**src/rtl/hamming_channel_tx.sv**
```systemverilog
// Serial line framer for Hamming codewords: start bit, data LSB-first, stop bit, idle gap.
// Optional channel error injection is compiled in when HAMMING_ERR_INJECT_EN is defined.
module hamming_channel_tx #(
    parameter int CW_WIDTH   = 16,
    parameter int GAP_CYCLES = 2,
    parameter int CNT_WIDTH  = 16
) (
    input  logic                         clk,
    input  logic                         rst_n,
    input  logic [CW_WIDTH-1:0]          cw_in,
    input  logic                         cw_valid,
    output logic                         cw_ready,
`ifdef HAMMING_ERR_INJECT_EN
    input  logic                         err_en,
    input  logic [$clog2(CW_WIDTH)-1:0]  err_pos,
    output logic [CNT_WIDTH-1:0]         errs_injected,
`endif
    output logic                         tx_bit,
    output logic                         tx_start,
    output logic                         tx_frame,
    output logic                         busy,
    output logic [CNT_WIDTH-1:0]         frames_sent
);

    // Handshake: a codeword transfers on the rising edge where cw_valid && cw_ready;
    // cw_ready is high only in IDLE and inputs are ignored in every other state.

    localparam logic [2:0] S_IDLE  = 3'd0;
    localparam logic [2:0] S_START = 3'd1;
    localparam logic [2:0] S_DATA  = 3'd2;
    localparam logic [2:0] S_STOP  = 3'd3;
    localparam logic [2:0] S_GAP   = 3'd4;

    localparam int BIT_W = $clog2(CW_WIDTH);
    localparam int GAP_W = (GAP_CYCLES > 1) ? $clog2(GAP_CYCLES) : 1;
    localparam logic [BIT_W-1:0] BIT_LAST = BIT_W'(CW_WIDTH - 1);
    localparam logic [GAP_W-1:0] GAP_LAST = GAP_W'((GAP_CYCLES > 0) ? GAP_CYCLES - 1 : 0);

    logic [2:0]           state_q,   state_d;
    logic [CW_WIDTH-1:0]  shreg_q,   shreg_d;
    logic [BIT_W-1:0]     bit_cnt_q, bit_cnt_d;
    logic [GAP_W-1:0]     gap_cnt_q, gap_cnt_d;
    logic [CNT_WIDTH-1:0] frames_q,  frames_d;
    logic [CW_WIDTH-1:0]  load_word;
    logic                 accept;
    logic                 stop_exit;

`ifdef HAMMING_ERR_INJECT_EN
    localparam int POS_W = $clog2(CW_WIDTH);
    logic                 flip_q, flip_d;
    logic                 flip_hit;
    logic [CNT_WIDTH-1:0] errs_q, errs_d;

    // Positions at or beyond CW_WIDTH never match, so they leave the word untouched.
    always_comb begin
        load_word = cw_in;
        flip_hit  = 1'b0;
        for (int i = 0; i < CW_WIDTH; i++) begin
            if (err_en && (err_pos == POS_W'(i))) begin
                load_word[i] = ~cw_in[i];
                flip_hit     = 1'b1;
            end
        end
    end
`else
    assign load_word = cw_in;
`endif

    assign accept    = (state_q == S_IDLE) && cw_valid;
    assign stop_exit = (state_q == S_STOP);

    always_comb begin
        state_d   = state_q;
        shreg_d   = shreg_q;
        bit_cnt_d = bit_cnt_q;
        gap_cnt_d = gap_cnt_q;
        frames_d  = frames_q;
        case (state_q)
            S_IDLE: begin
                if (cw_valid) begin
                    shreg_d   = load_word;
                    bit_cnt_d = '0;
                    state_d   = S_START;
                end
            end
            S_START: state_d = S_DATA;
            S_DATA: begin
                shreg_d   = shreg_q >> 1;
                bit_cnt_d = bit_cnt_q + 1'b1;
                if (bit_cnt_q == BIT_LAST) begin
                    bit_cnt_d = '0;
                    state_d   = S_STOP;
                end
            end
            S_STOP: begin
                frames_d  = frames_q + 1'b1;
                gap_cnt_d = '0;
                state_d   = (GAP_CYCLES > 0) ? S_GAP : S_IDLE;
            end
            S_GAP: begin
                gap_cnt_d = gap_cnt_q + 1'b1;
                if (gap_cnt_q == GAP_LAST) begin
                    gap_cnt_d = '0;
                    state_d   = S_IDLE;
                end
            end
            default: state_d = S_IDLE;
        endcase
    end

`ifdef HAMMING_ERR_INJECT_EN
    always_comb begin
        flip_d = flip_q;
        errs_d = errs_q;
        if (accept) flip_d = flip_hit;
        if (stop_exit && flip_q) errs_d = errs_q + 1'b1;
    end

    always_ff @(posedge clk or negedge rst_n) begin
        if (!rst_n) begin
            flip_q <= 1'b0;
            errs_q <= '0;
        end else begin
            flip_q <= flip_d;
            errs_q <= errs_d;
        end
    end

    assign errs_injected = errs_q;
`endif

    always_ff @(posedge clk or negedge rst_n) begin
        if (!rst_n) begin
            state_q   <= S_IDLE;
            shreg_q   <= '0;
            bit_cnt_q <= '0;
            gap_cnt_q <= '0;
            frames_q  <= '0;
        end else begin
            state_q   <= state_d;
            shreg_q   <= shreg_d;
            bit_cnt_q <= bit_cnt_d;
            gap_cnt_q <= gap_cnt_d;
            frames_q  <= frames_d;
        end
    end

    // Line outputs decode from state so an asynchronous reset forces the line high at once.
    always_comb begin
        tx_bit   = 1'b1;
        tx_start = 1'b0;
        tx_frame = 1'b0;
        case (state_q)
            S_START: begin
                tx_bit   = 1'b0;
                tx_start = 1'b1;
            end
            S_DATA: begin
                tx_bit   = shreg_q[0];
                tx_frame = 1'b1;
            end
            default: tx_bit = 1'b1;
        endcase
    end

    assign cw_ready    = (state_q == S_IDLE);
    assign busy        = (state_q != S_IDLE);
    assign frames_sent = frames_q;

endmodule

```
**config.mk**
```make
export PLATFORM = sky130hd
export DESIGN_NAME = hamming_channel_tx
export DESIGN_NICKNAME = d
export VERILOG_FILES = /design/src/rtl/hamming_channel_tx.sv
export SDC_FILE = /design/constraint.sdc
export NUM_CORES = 1
export LEC_CHECK = 0
export BUFFER_PORTS_ARGS = -buffer_cell sky130_fd_sc_hd__buf_2
export CAP_MARGIN = 10
export CORE_AREA = 2 2 71 60
export CTS_BUF_LIST = sky130_fd_sc_hd__clkbuf_4
export CTS_CLUSTER_DIAMETER = 150
export DETAILED_ROUTE_END_ITERATION = 10
export DIE_AREA = 0 0 73 62
export PLACE_DENSITY = 0.72
export SYNTH_ARGS = -nofsm -noshare
export SYNTH_HDL_FRONTEND = slang
export SYNTH_SLANG_ARGS = --single-unit
```
**constraint.sdc**
```tcl
create_clock -name clk -period 1.5 [get_ports clk]
set_clock_uncertainty 0.2 [all_clocks]
set_input_delay 0.15 -clock clk [delete_from_list [all_inputs] [get_ports clk]]
set_output_delay 0.15 -clock clk [all_outputs]
set_load 0.03 [all_outputs]
```
==> results of run 1 <==
## flip-flops by register name, indices dropped and copies added (netlist names)
register     flops
bit_cnt_q        4
frames_sent     16
gap_cnt_q        1
shreg_q         16
state_q          3
## cells in the mapped netlist, drive strengths merged, types with 2 or more instances
library cell / instances / area [um2]
dfrtp: 40 / 1001
nor2: 9 / 33.78
nand4: 6 / 37.54
ha: 2 / 25.02
inv: 7 / 26.28
xnor2: 12 / 105.1
o22ai: 30 / 187.7
xor2: 3 / 26.28
a21oi: 19 / 98.85
and3: 2 / 12.51
o21ai: 7 / 35.03
a21o: 3 / 22.52
nand3: 7 / 35.03
clkbuf: 3 / 11.26
buf: 6 / 36.28
nand2: 9 / 33.78
nor3: 2 / 21.27
## through the flow
step	hold WS (ns)	total power (W)	cells
finish	0.05853	0.005130	312
global route	0.08787	0.005442	312
CTS	0.07533	0.004919	307
detailed placement	-0.06582	0.003831	277
global placement	-0.06353	0.003764	277
floorplan	-0.3456	0.003148	176
## how the worst max path moves through the flow
stage	to	cells after the start
floorplan	frames_sent[8]	5
global placement	bit_cnt_q[3]	5
detailed placement	shreg_q[12]	4
CTS	tx_bit	4
global route	tx_bit	4
finish	tx_bit	4
## metal layers
metal / vias up / global-route usage, % / part of all wire [%]
met5: - / 0 / 0
met4: 0 / 6.085 / 0.91
met3: 6 / 4.677 / 4.3
met2: 43 / 33.20 / 48
met1: 853 / 27.66 / 47
li1: 826 / - / -
## timing repair
action	CTS	global route
endpoints found under the setup margin	35	42
endpoints found under the hold margin	56	0
resized for setup	25	17
pin swaps	8	16
hold buffers	17	0
setup buffers	5	5
## cell type report
type,count,area [um2]
Fill cell,263,1111
Sequential cell,40,1013
Multi-Input combinational cell,120,934.6
Timing Repair Buffer,91,685.7
Tap cell,46,57.56
Clock buffer,6,45.04
Clock inverter,2,35.03
Inverter,7,32.53
## where the power goes
part	internal, W	switching (W)	leakage, nW
combinational	0.00128	0.00136	0.748
clock	0.000368	0.000333	0.0456
sequential	0.00143	0.000365	0.486
## cell families after synthesis
group | Yosys count
AO/OA/AOI/OAI | 62
AND/OR/NAND/NOR | 40
flip-flops | 40
buffers and inverters | 16
XOR/XNOR | 15
adder cells (fa/ha/maj) | 2
multiplexers | 1
## tightest hold or removal path, cell delays in order
cell and delay, ns:
buf_2 0.11, o21ai_1 0.15, a21oi_2 0.15
==> flow_summary.json, run 1 <==
{
  "cp_data_required_time_ns": 1.15,
  "violations": "setup timing",
  "grt_pass1_vias": 1584,
  "critPathKind": "flop to primary output",
  "ant_nets": 0,
  "start_kind": "flop",
  "drc": 0,
  "synthAdderAreaFrac_pct": 1.367,
  "synth_nets": 197,
  "relSlewSlack_pct": 71.64,
  "initial_core_util_pct": 46.76,
  "ir_worst_vdd_v": 0.001334,
  "synthSimpleGateAreaFrac_pct": 11.96,
  "die_h_um": 62,
  "clk_pin_slew_ns": 0.11,
  "hp-start": "cw_valid",
  "die-area_um2": 4526,
  "grt_usage_pct": 20.40,
  "drtPass1Iterations": 4,
  "rsz0062_at_grt": "true",
  "path_cells": "or3b_4, nor2_4, nor2_4, buf_6",
  "via_count": 1728,
  "critPathCaptureType": "primary output",
  "synth-compound-area-share_pct": 20.16,
  "cts_made_buffers": 5,
  "avgSynthCellArea_um2": 10.40,
  "rows": 21,
  "synth_ff_type": "dfrtp_1",
  "setup_viol": 40,
  "area_growth_pct": 53.18,
  "io-pin-count": 40,
  "critical-path-slowest-cell": "or3b_4",
  "cts_tree": "yes",
  "ys_seq_area_share_pct": 54.68,
  "critPathLaunch": "state_q[0]",
  "via_per_inst": 5.538,
  "synth-xor-area-share_pct": 7.177,
  "clk_path_buf_depth": 2,
  "placed_area_um2": 2298,
  "r2r_end": "frames_sent[7]",
  "first_iter_violations": 144,
  "yosysUniqueCellTypes": 30,
  "worst-r2r-cell-count": 7,
  "gp_congestion": 0.7835,
  "tightest_slew_ns": 0.4226,
  "leakage_nw": 1.279,
  "final_util_pct": 71.62,
  "hp-class": "input pin to flop",
  "final_cell_area_um2": 2804,
  "cts_root_buffer": "clkbuf_4",
  "fmax_mhz": 534.1,
  "avgRoutedWirePerCell_um": 14.84,
  "setup_tns_ns": -6.572,
  "hpwl_um": 2788,
  "r2r_setup_slack_ns": -0.31,
  "final_common_cell": "buf_2",
  "cp_top_family": "simple AND/OR/NAND/NOR gates",
  "postRouteWirelength_um": 4631,
  "synth_top_family_by_area": "compound AO/OA/AOI/OAI gates",
  "cp_num_buf_inv": 1,
  "htreeDepth": 2,
  "grt_pass1_wl_um": 7051,
  "maxCapViolations": 0,
  "arrival_ns": 1.52,
  "yosys-mux-area-fraction_pct": 0.6152,
  "whs_path_depth": 3,
  "fin_ws_ns": -0.3724,
  "port_buffers": 39,
  "coreArea_um2": 3915,
  "crit_fanout": 4,
  "cp_common_cell": "nor2_4",
  "outcome": "finished with violations",
  "overflow": 0,
  "ys_ff_latch": 40,
  "antenna_found_initial": 0,
  "cts.sinks": 40,
  "final.period_utilization_pct": 124.8,
  "synth_warnings": 0,
  "syn_area_um2": 1831,
  "final_cell_mix": "buf_2 (36), dfrtp_1 (30), buf_4 (28)",
  "synth-edff-count": 0,
  "critPathMaxStageDelay_ns": 0.45,
  "die_width_um": 73,
  "nets": 286,
  "grt_max_degree": 41,
  "min_to": "state_q[0]",
  "p_per_area_nw_per_um2": 1830,
  "diodes": 0,
  "clk_latency_ns": 0.34,
  "async_flop_share_pct": 100.0,
  "final.min_clock_period_ns": 1.872,
  "netlist_instances": 176,
  "finalHoldViolCount": 0,
  "slew_violations": 0,
  "reg2reg_from": "state_q[0]",
  "place_ws_ns": -0.1251,
  "drive_above_1_share_pct": 47.74
}
(Power assumes the default switching activity.)
==> run 2: changes to the inputs <==
- CELL_PAD_IN_SITES_DETAIL_PLACEMENT: not set -> 1
- CELL_PAD_IN_SITES_GLOBAL_PLACEMENT: not set -> 1
- CORE_AREA: 2 2 71 60 -> 2 2 76 64
- DIE_AREA: 0 0 73 62 -> 0 0 78 66
- PLACE_DENSITY: 0.72 -> 0.77
- clock period: 1.5 -> 1.8 ns (I/O delays scaled with it)
==> flow_summary.json, run 2 (synthesis gave the netlist of run 1 again) <==
{
  "combPwrFrac_pct": 47.4,
  "clk_latency_ns": 0.35,
  "violations": "hold timing, setup timing",
  "coreArea_um2": 4404,
  "first_iter_violations": 86,
  "cts_tree": "yes",
  "arrival_ns": 1.55,
  "grt_pass1_wl_um": 8266,
  "antenna_found_initial": 0,
  "holdWs_ns": -0.004233,
  "cts_root_buffer": "clkbuf_4",
  "hpwl_um": 3134,
  "placed_area_um2": 2106,
  "rows": 22,
  "fmax_mhz": 517.0,
  "cp_common_cell": "nor2_4",
  "ant_nets": 0,
  "maxCapViolations": 0,
  "final_util_pct": 55.09,
  "setup_viol": 2,
  "htreeDepth": 2,
  "drive_above_1_share_pct": 30.71,
  "p_int_w": 0.002079,
  "p_sw_share_pct": 43.04,
  "postRouteWirelength_um": 5116,
  "leakage_nw": 1.115,
  "critical-path-slowest-cell": "dfrtp_2",
  "final_cell_area_um2": 2426,
  "finalHoldViolCount": 1,
  "clk_pin_slew_ns": 0.12,
  "nets": 262,
  "drtPass1Iterations": 4,
  "avgRoutedWirePerCell_um": 17.00,
  "tightest_slew_ns": 0.5884,
  "area_growth_pct": 32.54,
  "relSlewSlack_pct": 60.36,
  "path_cells": "or3b_4, nor2_4, nor2_4, buf_6",
  "setup_tns_ns": -0.2474,
  "grt_usage_pct": 20.59,
  "ir_worst_vdd_v": 0.0009105,
  "gp_congestion": 0.7528,
  "drc": 0,
  "final_common_cell": "dfrtp_1",
  "critPathKind": "flop to primary output",
  "fin_ws_ns": -0.1342,
  "final.min_clock_period_ns": 1.934,
  "final.period_utilization_pct": 107.5,
  "p_per_area_nw_per_um2": 1504,
  "overflow": 0,
  "cp_data_required_time_ns": 1.42,
  "die_h_um": 66,
  "clkPwrFrac_pct": 12.5,
  "start_kind": "flop",
  "grt_max_degree": 41,
  "die-area_um2": 5148,
  "seqPwrFrac_pct": 40.1,
  "cts_made_buffers": 5,
  "crit_fanout": 5,
  "initial_core_util_pct": 41.56,
  "via_count": 1611,
  "p_switching_w": 0.001571,
  "outcome": "finished with violations",
  "critPathMaxStageDelay_ns": 0.46,
  "die_width_um": 78,
  "rsz0062_at_grt": "true",
  "port_buffers": 39,
  "cts.sinks": 40,
  "diodes": 0,
  "slew_violations": 0,
  "via_per_inst": 5.352,
  "clk_path_buf_depth": 2,
  "grt_pass1_vias": 1728,
  "critPathCaptureType": "primary output",
  "final_cell_mix": "dfrtp_1 (37), buf_2 (34), o22ai_1 (30)",
  "hp-class": "input pin to flop",
  "io-pin-count": 40
}
[run 2: cell count changes in the layout (fill, tap and decap cells not counted), sizes merged]
cell	before	now
buf	74	51
bufinv	1	0
clkinvlp	1	0
dlygate4sd3	17	16
inv	6	7
[run 2: per-stage QoR]
stage / cells / power [W] / setup slack, ns / hold slack, ns
after floorplan: 176 / 0.002485 / 0.02033 / -0.3156
after global placement: 273 / 0.002871 / 0.04431 / 0.07437
after detailed placement: 273 / 0.002925 / 0.04391 / 0.07388
after CTS: 299 / 0.003495 / -0.1159 / 0.009660
after global routing: 301 / 0.003912 / -0.1832 / 0.01783
final: 301 / 0.003650 / -0.1342 / -0.004233
[run 2: worst paths after layout]
path	from	end	slack, ns	cells after the start
worst max-delay path	state_q[0]	tx_bit	-0.13	4
worst min-delay path	cw_in[15]	shreg_q[15]	-0.004	4
worst max register to register	state_q[2]	frames_sent[1]	0.06	3
worst min register to register	frames_sent[15]	frames_sent[15]	0.28	1
max in group asynchronous	rst_n	frames_sent[0]	0.82	3
min in group asynchronous	rst_n	shreg_q[8]	0.20	3
[run 2: what timing repair did]
action                                  4_1_cts  5_1_grt
pin swaps                                     2        2
endpoints found under the hold margin        55        0
resized for setup                             9       18
buffers inserted                              3        2
endpoints found under the setup margin        5       20
hold buffers                                 16        0
[run 2: final cells by class]
type / instances / area [um2]
Fill cell: 512 / 1978
Sequential cell: 40 / 1005
Multi-Input combinational cell: 120 / 800.8
Timing Repair Buffer: 67 / 469.2
Tap cell: 60 / 75.07
Clock buffer: 6 / 45.04
Inverter: 7 / 26.28
Clock inverter: 1 / 5.005
[run 2: metal layers]
metal / share of wire [%] / track usage (%) / vias up
met5: 0 / 0 / -
met4: 1.9 / 5.702 / 0
met3: 3.0 / 4.372 / 10
met2: 49 / 34.70 / 27
met1: 46 / 27.17 / 796
li1: - / - / 778
[run 2: critical path: cells and delay by family, from the launching register on]
kind | cells | cell delay (ns)
buf+inv | 1 | 0.13
flops | 1 | 0.46
simple gates | 3 | 0.62
[run 2: power groups by stage]
| stage | Combinational (W) | Sequential [W] | Clock, W |
|---|---|---|---|
| floorplan | 0.000988 | 0.00150 | 0 |
| global placement | 0.00142 | 0.00146 | 0 |
| detailed placement | 0.00146 | 0.00147 | 0 |
| CTS | 0.00159 | 0.00145 | 0.000457 |
| global route | 0.00190 | 0.00151 | 0.000504 |
| finish | 0.00173 | 0.00147 | 0.000455 |
